==> src/rtl/sram_fifo_ctrl.sv <==
// Valid/ready FIFO controller for an external 16x8 single-port synchronous SRAM.
// The head word sits in the SRAM output register; this block only tracks pointers, count and head validity.
module sram_fifo_ctrl #(
  parameter int DATA_W = 8,
  parameter int ADDR_W = 4
) (
  input  logic              clk,
  input  logic              rst,
  input  logic              in_valid,
  output logic              in_ready,
  input  logic [DATA_W-1:0] in_data,
  output logic              out_valid,
  input  logic              out_ready,
  output logic [DATA_W-1:0] out_data,
  output logic [ADDR_W:0]   level,
  output logic              sram_cs,
  output logic              sram_rw_bar,
  output logic [ADDR_W-1:0] sram_abus,
  output logic [DATA_W-1:0] sram_din,
  input  logic [DATA_W-1:0] sram_dout
);

  localparam logic [ADDR_W:0]   DEPTH_C = {1'b1, {ADDR_W{1'b0}}};
  localparam logic [ADDR_W:0]   CNT_ONE = {{ADDR_W{1'b0}}, 1'b1};
  localparam logic [ADDR_W-1:0] PTR_ONE = {{(ADDR_W-1){1'b0}}, 1'b1};

  logic [ADDR_W-1:0] wr_ptr_q, wr_ptr_d;
  logic [ADDR_W-1:0] rd_ptr_q, rd_ptr_d;
  logic [ADDR_W:0]   mem_cnt_q, mem_cnt_d;
  logic              out_valid_q, out_valid_d;
  logic              fetch, push, in_ready_int;

  // Reads win the single SRAM port; the writer only starves while the consumer drains every cycle.
  always_comb begin
    fetch        = (mem_cnt_q != '0) && (!out_valid_q || out_ready);
    in_ready_int = !rst && (mem_cnt_q != DEPTH_C) && !fetch;
    push         = in_valid && in_ready_int;
    sram_cs      = 1'b0;
    sram_rw_bar  = 1'b1;
    sram_abus    = rd_ptr_q;
    if (!rst) begin
      if (fetch) begin
        sram_cs = 1'b1;
      end else if (push) begin
        sram_cs     = 1'b1;
        sram_rw_bar = 1'b0;
        sram_abus   = wr_ptr_q;
      end
    end
  end

  always_comb begin
    wr_ptr_d    = push  ? wr_ptr_q + PTR_ONE : wr_ptr_q;
    rd_ptr_d    = fetch ? rd_ptr_q + PTR_ONE : rd_ptr_q;
    mem_cnt_d   = mem_cnt_q;
    if (push) begin
      mem_cnt_d = mem_cnt_q + CNT_ONE;
    end else if (fetch) begin
      mem_cnt_d = mem_cnt_q - CNT_ONE;
    end
    out_valid_d = fetch || (out_valid_q && !out_ready);
  end

  always_ff @(posedge clk) begin
    if (rst) begin
      wr_ptr_q    <= '0;
      rd_ptr_q    <= '0;
      mem_cnt_q   <= '0;
      out_valid_q <= 1'b0;
    end else begin
      wr_ptr_q    <= wr_ptr_d;
      rd_ptr_q    <= rd_ptr_d;
      mem_cnt_q   <= mem_cnt_d;
      out_valid_q <= out_valid_d;
    end
  end

  assign in_ready  = in_ready_int;
  assign out_valid = out_valid_q;
  assign out_data  = sram_dout;
  assign sram_din  = in_data;
  assign level     = mem_cnt_q + {{ADDR_W{1'b0}}, out_valid_q};

endmodule
==> config.mk <==
export PLATFORM = sky130hd
export DESIGN_NAME = sram_fifo_ctrl
export DESIGN_NICKNAME = d
export VERILOG_FILES = /design/src/rtl/sram_fifo_ctrl.sv
export SDC_FILE = /design/constraint.sdc
export NUM_CORES = 1
export LEC_CHECK = 0
export CAP_MARGIN = 20
export CORE_MARGIN = 2
export CORE_UTILIZATION = 38
export CTS_CLUSTER_SIZE = 8
export DETAILED_ROUTE_END_ITERATION = 10
export GPL_ROUTABILITY_DRIVEN = 1
export HOLD_SLACK_MARGIN = 0.03
export MAX_ROUTING_LAYER = met4
export PLACE_DENSITY = 0.74
export SLEW_MARGIN = 30
export SYNTH_ARGS = -nofsm -noshare
export SYNTH_HDL_FRONTEND = slang
export SYNTH_SLANG_ARGS = --single-unit
export TNS_END_PERCENT = 50
==> constraint.sdc <==
create_clock -name clk -period 2.9 [get_ports clk]
set_clock_uncertainty 0.15 [all_clocks]
set_input_delay 0.435 -clock clk [delete_from_list [all_inputs] [get_ports clk]]
set_output_delay 0.435 -clock clk [all_outputs]
set_load 0.03 [all_outputs]
After elaboration in Yosys (flattened, before gate mapping). Index checks and enable logic that the tools add are counted.

Output and inout port bits: 29. Logic and storage cells: 34. Register bits: 14.

$add $sub $neg: 5. Reductions and logical operators: 13. Muxes and demuxes: 11. Equal/unequal tests: 1.

Operators with widths (number): 2-to-1 mux 4 bit (3); 2-to-1 mux 5 bit (2); adder 4 x 1 -> 4 bit, second input constant (2); 2-to-1 mux 1 bit (6); adder 5 x 1 -> 5 bit (1); adder 5 x 1 -> 5 bit, second input constant (1); logical AND 1 bit (5); != test 5 bit, second input constant (1); nonzero test 5 bit (1); subtractor 5 x 1 -> 5 bit, second input constant (1); logical NOT 1 bit (4); logical OR 1 bit (2); nonzero test 2 bit (1).

Logic depth before layout (Yosys ltp). Gate-level depths: netlist of the first run.

Word-level depth: 9. Gate-level depth with buffers: 9. Depth with buffers taken out: 7.

Worst setup path after synthesis of the first run. Ideal clock, no wire load.

Path kind: in2reg. Start: in rst. End: reg mem_cnt_q[4]. Data arrival time: 2258 ps. Stages on the path: 9. Slack: 365 ps. Buffers on the path: 2. Data required time: 2623 ps. Setup time: 127 ps. Cell sequence: buf_4 > nor4bb_1 > mux2i_1 > buf_2 > fa_1 > nand3_1 > nand2_1 > a21boi_0 > or3_1.

Cells in the longest elaborated chain, start to end: 5.

Ends and longest elaborated chain: from (decl) (line 8) `input logic rst,`; logical NOT 1 bit; logical AND 1 bit (2 in series) (line 36) `in_ready_int = !rst && (mem_cnt_q != DEPTH_C) && !fetch;`; logical AND 1 bit (line 37) `push = in_valid && in_ready_int;`; 2-to-1 mux 5 bit / nonzero test 2 bit (equally long branches); to (signal assigned) (line 73) `mem_cnt_q <= mem_cnt_d;`; to (decl) (line 29) `logic [ADDR_W:0] mem_cnt_q, mem_cnt_d;`.

Several ways; a longest one is shown, not always the timed one. A chain may end at the register's enable or synchronous reset.

Worst setup path in the final report of the first run. Ends and elaborated chain as after synthesis.

==> metrics, run 1 <==
status=complete, no violations; synth unique cells=36; Setup TNS=0 ns; Sw Share=45.3%; filler cell count=278; num ports=49; initial core utilization=39.8%; DR vias/cell=5.33; final instance area=1260 sq um; pin count of the biggest net entering global routing=14; TritonCTS clock tree=done; Slew @ Worst Pin=0.426 ns; TritonCTS Buffers=3; Yosys top cell by area=dfxtp_1; Internal=668 uW; Crit path required time=2.90 ns; critical path startpoint category=input port; Async SR Flop Fraction=0%; num rows=19; initial antenna violation count=0; CTS Sinks=14; Sequential Power Share=27.9%; Setup CP Type=input port to flop; Slew headroom=71.2%; Clock Pin Slew Worst Setup and Hold Paths=0.07 ns; leakage power=0.000545 uW; Synthesis Warnings=0; min-delay worst type=flop to flop; # DRC=0; core area=2730 sq um; root buffer cell=clkbuf_4; Most used DFF post-synth=dfxtp_1; worst skew pair latency=0.28 ns; Die H=57.5 microns; die width=57.5 microns; Synth area leaders=dfxtp_1 (26%), buf_4 (12%), ha_1 (8.0%), mux2i_1 (4.6%), mux2_2 (4.1%); final cell count without fillers=166; diodes inserted=0; routed len/inst=14.0 microns; Post-Syn Area=1090 sq um; Seq/Total Area, Yosys=25.7%; Net Sw Power=554 uW; critical path fanouts, max=4; Synth-to-Final Area Change=15.9%; Final GP Congestion=0.824; multi-input logic area=654 sq um; min Tclk post-route=2.80 ns; Hold Fails Final Rpt=0; gr usage total=16.4%; first-pass GRT wire length=4020 microns; RSZ-0062 raised after global routing=false; number of synthesized register bits=14; vias=885; Mapped Cells=125; crit end category=flop; cell family with most CP delay=simple AND/OR/NAND/NOR gates; Avg Inst Size Synth=8.71 sq um; CTS Buffer Depth=2; GRT overflow=0; total die area=3310 sq um; delay of the slowest cell on the worst path=0.48 ns; commonest cells in the netlist=buf_4 (17), dfxtp_1 (14), nor2_1 (10), a21oi_1 (8), nand3_1 (8); fraction of power consumed by the clock network=8.7%; Critical-path top delay cell=clkdlybuf4s50_1; Cell Chain, Critical Path=clkdlybuf4s50_1, nor4bb_2, mux2i_4, buf_4, fa_1, nand3_1, nand2_1, a21boi_0, or3_1; hold-fix buffers at CTS=0; fmax=358 MHz; placed cells=161; Tot Pwr=1220 uW; HPWL after DPL=1810 microns; Port Buffers=16; fin util=46.1%; CP bufs+invs=2; DRT iter0 DRCs=17; CTS HTree Levels=1; FF/Latch Area=280 sq um; critical path arrival=2.80 ns; number of global-route vias before repair=839; DRT Pass-1 Iters=4; Routed WL=2320 microns; placed cell areas=1200 sq um; Post-synth EDFFs=0; final period utilization=96.4%; maxcap violations=0; Routed Antenna Nets=0; Synth top area share=25.7%; R2R setup slack=0.32 ns; Nets=165; post-synth net total=153; Finish-stage setup viols=0; top-count cell post-synth=buf_4; worst vdd rail ir drop=0.000546 V; Final Slew Violations=0; Gate power share=63.4%; layout cell share with drive strength beyond 1=23.7%; P per Cell Area=970 nW/um^2
tightest hold or removal path, cell delays in order (launching register included):
cell and delay (ns):
dfxtp_1 0.32, o21ai_0 0.07, a21oi_1 0.06
flip-flops by register name, indices dropped and copies added, names as in the netlist:
signal / cells
mem_cnt_q: 5
rd_ptr_q: 4
wr_ptr_q: 4
out_valid: 1
timing repair:
action                     in CTS  in global routing
gates resized for setup         1                  4
pin swaps                       1                  1
setup endpoints to repair       4                  6
cloned                          0                  0
buffers inserted                1                  1
cells by family (layout without fill, tap and decap cells):
logic type,Yosys count,count (layout),synth area share (%)
and+or+nand+nor,37,37,19.5
buffers and inverters,26,36,15.9
AOI/OAI and AO/OA,22,22,13.0
DFF,14,14,25.7
xor gates and xnor gates,9,9,7.24
muxes,9,9,8.74
adders and majority gates,8,8,9.88
layout by cell type, fill, tap and decap left out, types with 2 or more instances in the layout:
cell type        count
a211oi_1             3
a21oi_1              8
buf_4               18
clkbuf_4             3
clkdlybuf4s50_1      9
dfxtp_1             14
dlymetal6s2s_1       2
ha_1                 7
inv_1                4
mux2_2               4
mux2i_1              4
nand2_1              3
nand3_1              8
nor2_1              10
nor2b_1              2
nor3_1               2
o21ai_0              4
or3_1                4
xnor2_1              4
xor2_1               5
final timing paths:
kind | from | end | cells past startpoint
worst max-delay path | rst | mem_cnt_q[4] | 9
worst min-delay path | wr_ptr_q[3] | wr_ptr_q[3] | 2
worst max register to register | mem_cnt_q[2] | mem_cnt_q[4] | 8
worst min register to register | wr_ptr_q[3] | wr_ptr_q[3] | 2
power by group through the flow:
stage          Combinational (uW)  Sequential, uW  Clock [uW]
6_report                      776             341         106
5_1_grt                       856             357         123
4_1_cts                       769             341         114
3_5_place_dp                  748             347           0
3_3_place_gp                  727             340           0
2_1_floorplan                 584             319           0
layout make-up:
type                       count  share of cell area, %
clock buffer                   3                   1.79
inverter                       4                   1.19
multi-input combinational     85                   51.9
sequential                    14                   22.2
tap                           31                   3.08
timing repair buffer          29                   19.8
metrics by stage:
step	worst slack (ns)	hold WS (ns)
6_report	0.104	0.344
5_1_grt	0.00383	0.398
4_1_cts	0.0549	0.355
3_5_place_dp	-0.0922	0.344
3_3_place_gp	0.0188	0.325
2_1_floorplan	0.365	0.310
metal layers:
layer	wire, microns	global-route usage, %	vias to the layer above
li1	-	-	448
met1	1030	19.6	409
met2	1110	25.6	26
met3	161	5.90	2
met4	17	5.32	0
met5	0	-	-
No activity file was read; power rests on OpenSTA's default activity.
==> inputs of run 2 (changes only) <==
--- a/config.mk
+++ b/config.mk
@@ -7,13 +7,13 @@
 export LEC_CHECK = 0
 export CAP_MARGIN = 20
 export CORE_MARGIN = 2
-export CORE_UTILIZATION = 38
+export CORE_UTILIZATION = 41
 export CTS_CLUSTER_SIZE = 8
 export DETAILED_ROUTE_END_ITERATION = 10
 export GPL_ROUTABILITY_DRIVEN = 1
 export HOLD_SLACK_MARGIN = 0.03
 export MAX_ROUTING_LAYER = met4
-export PLACE_DENSITY = 0.74
+export PLACE_DENSITY = 0.79
 export SLEW_MARGIN = 30
 export SYNTH_ARGS = -nofsm -noshare
 export SYNTH_HDL_FRONTEND = slang
==> run 2 against run 1 <==
Against the previous run:
- combinational power up 1%
- fmax decreased by 0.25%
- core utilization increased by 5.3 points
- worst hold slack improved by 0.0060 ns
- wire length decreased by 1.9%
- largest power group unchanged
- clock power rose by 35%
- die area is 6.8% lower
- total power up 4.0%
- sequential share of layout area is 0.41 points lower
- global-route usage down 0.83 points
==> metrics, run 2 (synthesized netlist as in run 1, its figures left out) <==
hold-fix buffers at CTS=0; Slew headroom=69.0%; first-pass GRT wire length=3840 microns; die width=55.5 microns; Final GP Congestion=0.824; num rows=18; root buffer cell=clkbuf_4; vias=889; worst skew pair latency=0.28 ns; min Tclk post-route=2.80 ns; min-delay worst type=flop to flop; GRT overflow=0; TritonCTS clock tree=done; critical path fanouts, max=4; maxcap violations=0; Port Buffers=16; Synth-to-Final Area Change=18.0%; Nets=165; status=complete, no violations; CTS Sinks=14; Slew @ Worst Pin=0.464 ns; Tot Pwr=1270 uW; Gate power share=61.7%; most frequent cells in the layout=buf_4 (18), dfxtp_1 (14), nor2_1 (10), clkdlybuf4s50_1 (10); DRT iter0 DRCs=11; leakage power=0.000548 uW; initial antenna violation count=0; CTS HTree Levels=1; R2R setup slack=0.40 ns; DRT Pass-1 Iters=4; crit end category=output pin; critical path startpoint category=input port; Internal=707 uW; Routed WL=2280 microns; fmax=357 MHz; DR vias/cell=5.36; worst vdd rail ir drop=0.000668 V; core area=2500 sq um; fraction of power consumed by the clock network=11.2%; total die area=3080 sq um; Crit path required time=2.32 ns; max reg flops=5; P per Cell Area=990 nW/um^2; Routed Antenna Nets=0; Final Slew Violations=0; routed len/inst=13.7 microns; biggest regs=mem_cnt_q (5), rd_ptr_q (4), wr_ptr_q (4); Die H=55.5 microns; # DRC=0; diodes inserted=0; num ports=49; Sw Share=44.5%; Finish-stage setup viols=0; pin count of the biggest net entering global routing=12; Net Sw Power=566 uW; critical path arrival=2.22 ns; most common cell after layout, fill and taps aside=buf_4; HPWL after DPL=1700 microns; gr usage total=15.6%; Clock Pin Slew Worst Setup and Hold Paths=0.09 ns; final period utilization=96.6%; initial core utilization=43.5%; Sequential Power Share=27.1%; number of global-route vias before repair=848; layout cell share with drive strength beyond 1=25.0%; Largest Register=mem_cnt_q; TritonCTS Buffers=3; Setup CP Type=input port to output pin; CTS Buffer Depth=2; Hold Fails Final Rpt=0; hold slack=0.350 ns
## run 2: routing by layer
layer  track usage [%]  vias to the layer above  wire, microns
li1                  -                      445              -
met1              19.3                      417           1020
met2              24.0                       15           1090
met3              3.51                       12            102
met4              7.32                        0             57
met5                 -                        -              0
## run 2: cell type report
| type | instances | area, sq um |
|---|---|---|
| Clock buffer | 4 | 36.3 |
| Fill cell | 237 | 1210 |
| Inverter | 4 | 15.0 |
| Multi-Input combinational cell | 85 | 668 |
| Sequential cell | 14 | 280 |
| Tap cell | 30 | 37.5 |
| Timing Repair Buffer | 29 | 248 |
## run 2: power by group through the flow
| stage | sequential, uW | combinational [uW] | clock, uW |
|---|---|---|---|
| after detailed placement | 348 | 751 | 0 |
| after global placement | 342 | 728 | 0 |
| after floorplan | 319 | 584 | 0 |
| final | 345 | 785 | 143 |
| after global routing | 354 | 854 | 157 |
| after CTS | 345 | 782 | 147 |
## run 2: path summary, 6_finish.rpt
path           startpoint           end  depth (start not counted)
min           wr_ptr_q[3]   wr_ptr_q[3]                          2
max reg2reg  mem_cnt_q[2]  mem_cnt_q[4]                          8
max                   rst   sram_rw_bar                          5
min reg2reg   wr_ptr_q[3]   wr_ptr_q[3]                          2
## run 2: what timing repair did
action                                  CTS  global route
endpoints found under the setup margin    4             7
hold endpoints to repair                  0             0
setup buffers                             1             1
resized for setup                         4             2
gates cloned                              0             0
pin swaps                                 1             2
## run 2: worst max-delay path, stage by stage
cell and delay [ns]:
clkdlybuf4s50_1 0.53, nor4bb_4 0.41, buf_4 0.17, mux2i_1 0.06, clkdlybuf4s50_1 0.61
## run 2: through the flow
| step | setup WS, ns | std cells | TNS (ns) | util [%] | area (sq um) |
|---|---|---|---|---|---|
| 2_1_floorplan | 0.365 | 125 | 0 | - | 1090 |
| 3_3_place_gp | -0.0346 | 160 | -0.0517 | 47.9 | 1200 |
| 3_5_place_dp | -0.177 | 160 | -0.532 | 47.9 | 1200 |
| 4_1_cts | 0.00131 | 165 | 0 | 50.7 | 1270 |
| 5_1_grt | -0.00860 | 166 | -0.0173 | 51.4 | 1280 |
| 6_report | 0.0974 | 166 | 0 | 51.4 | 1280 |
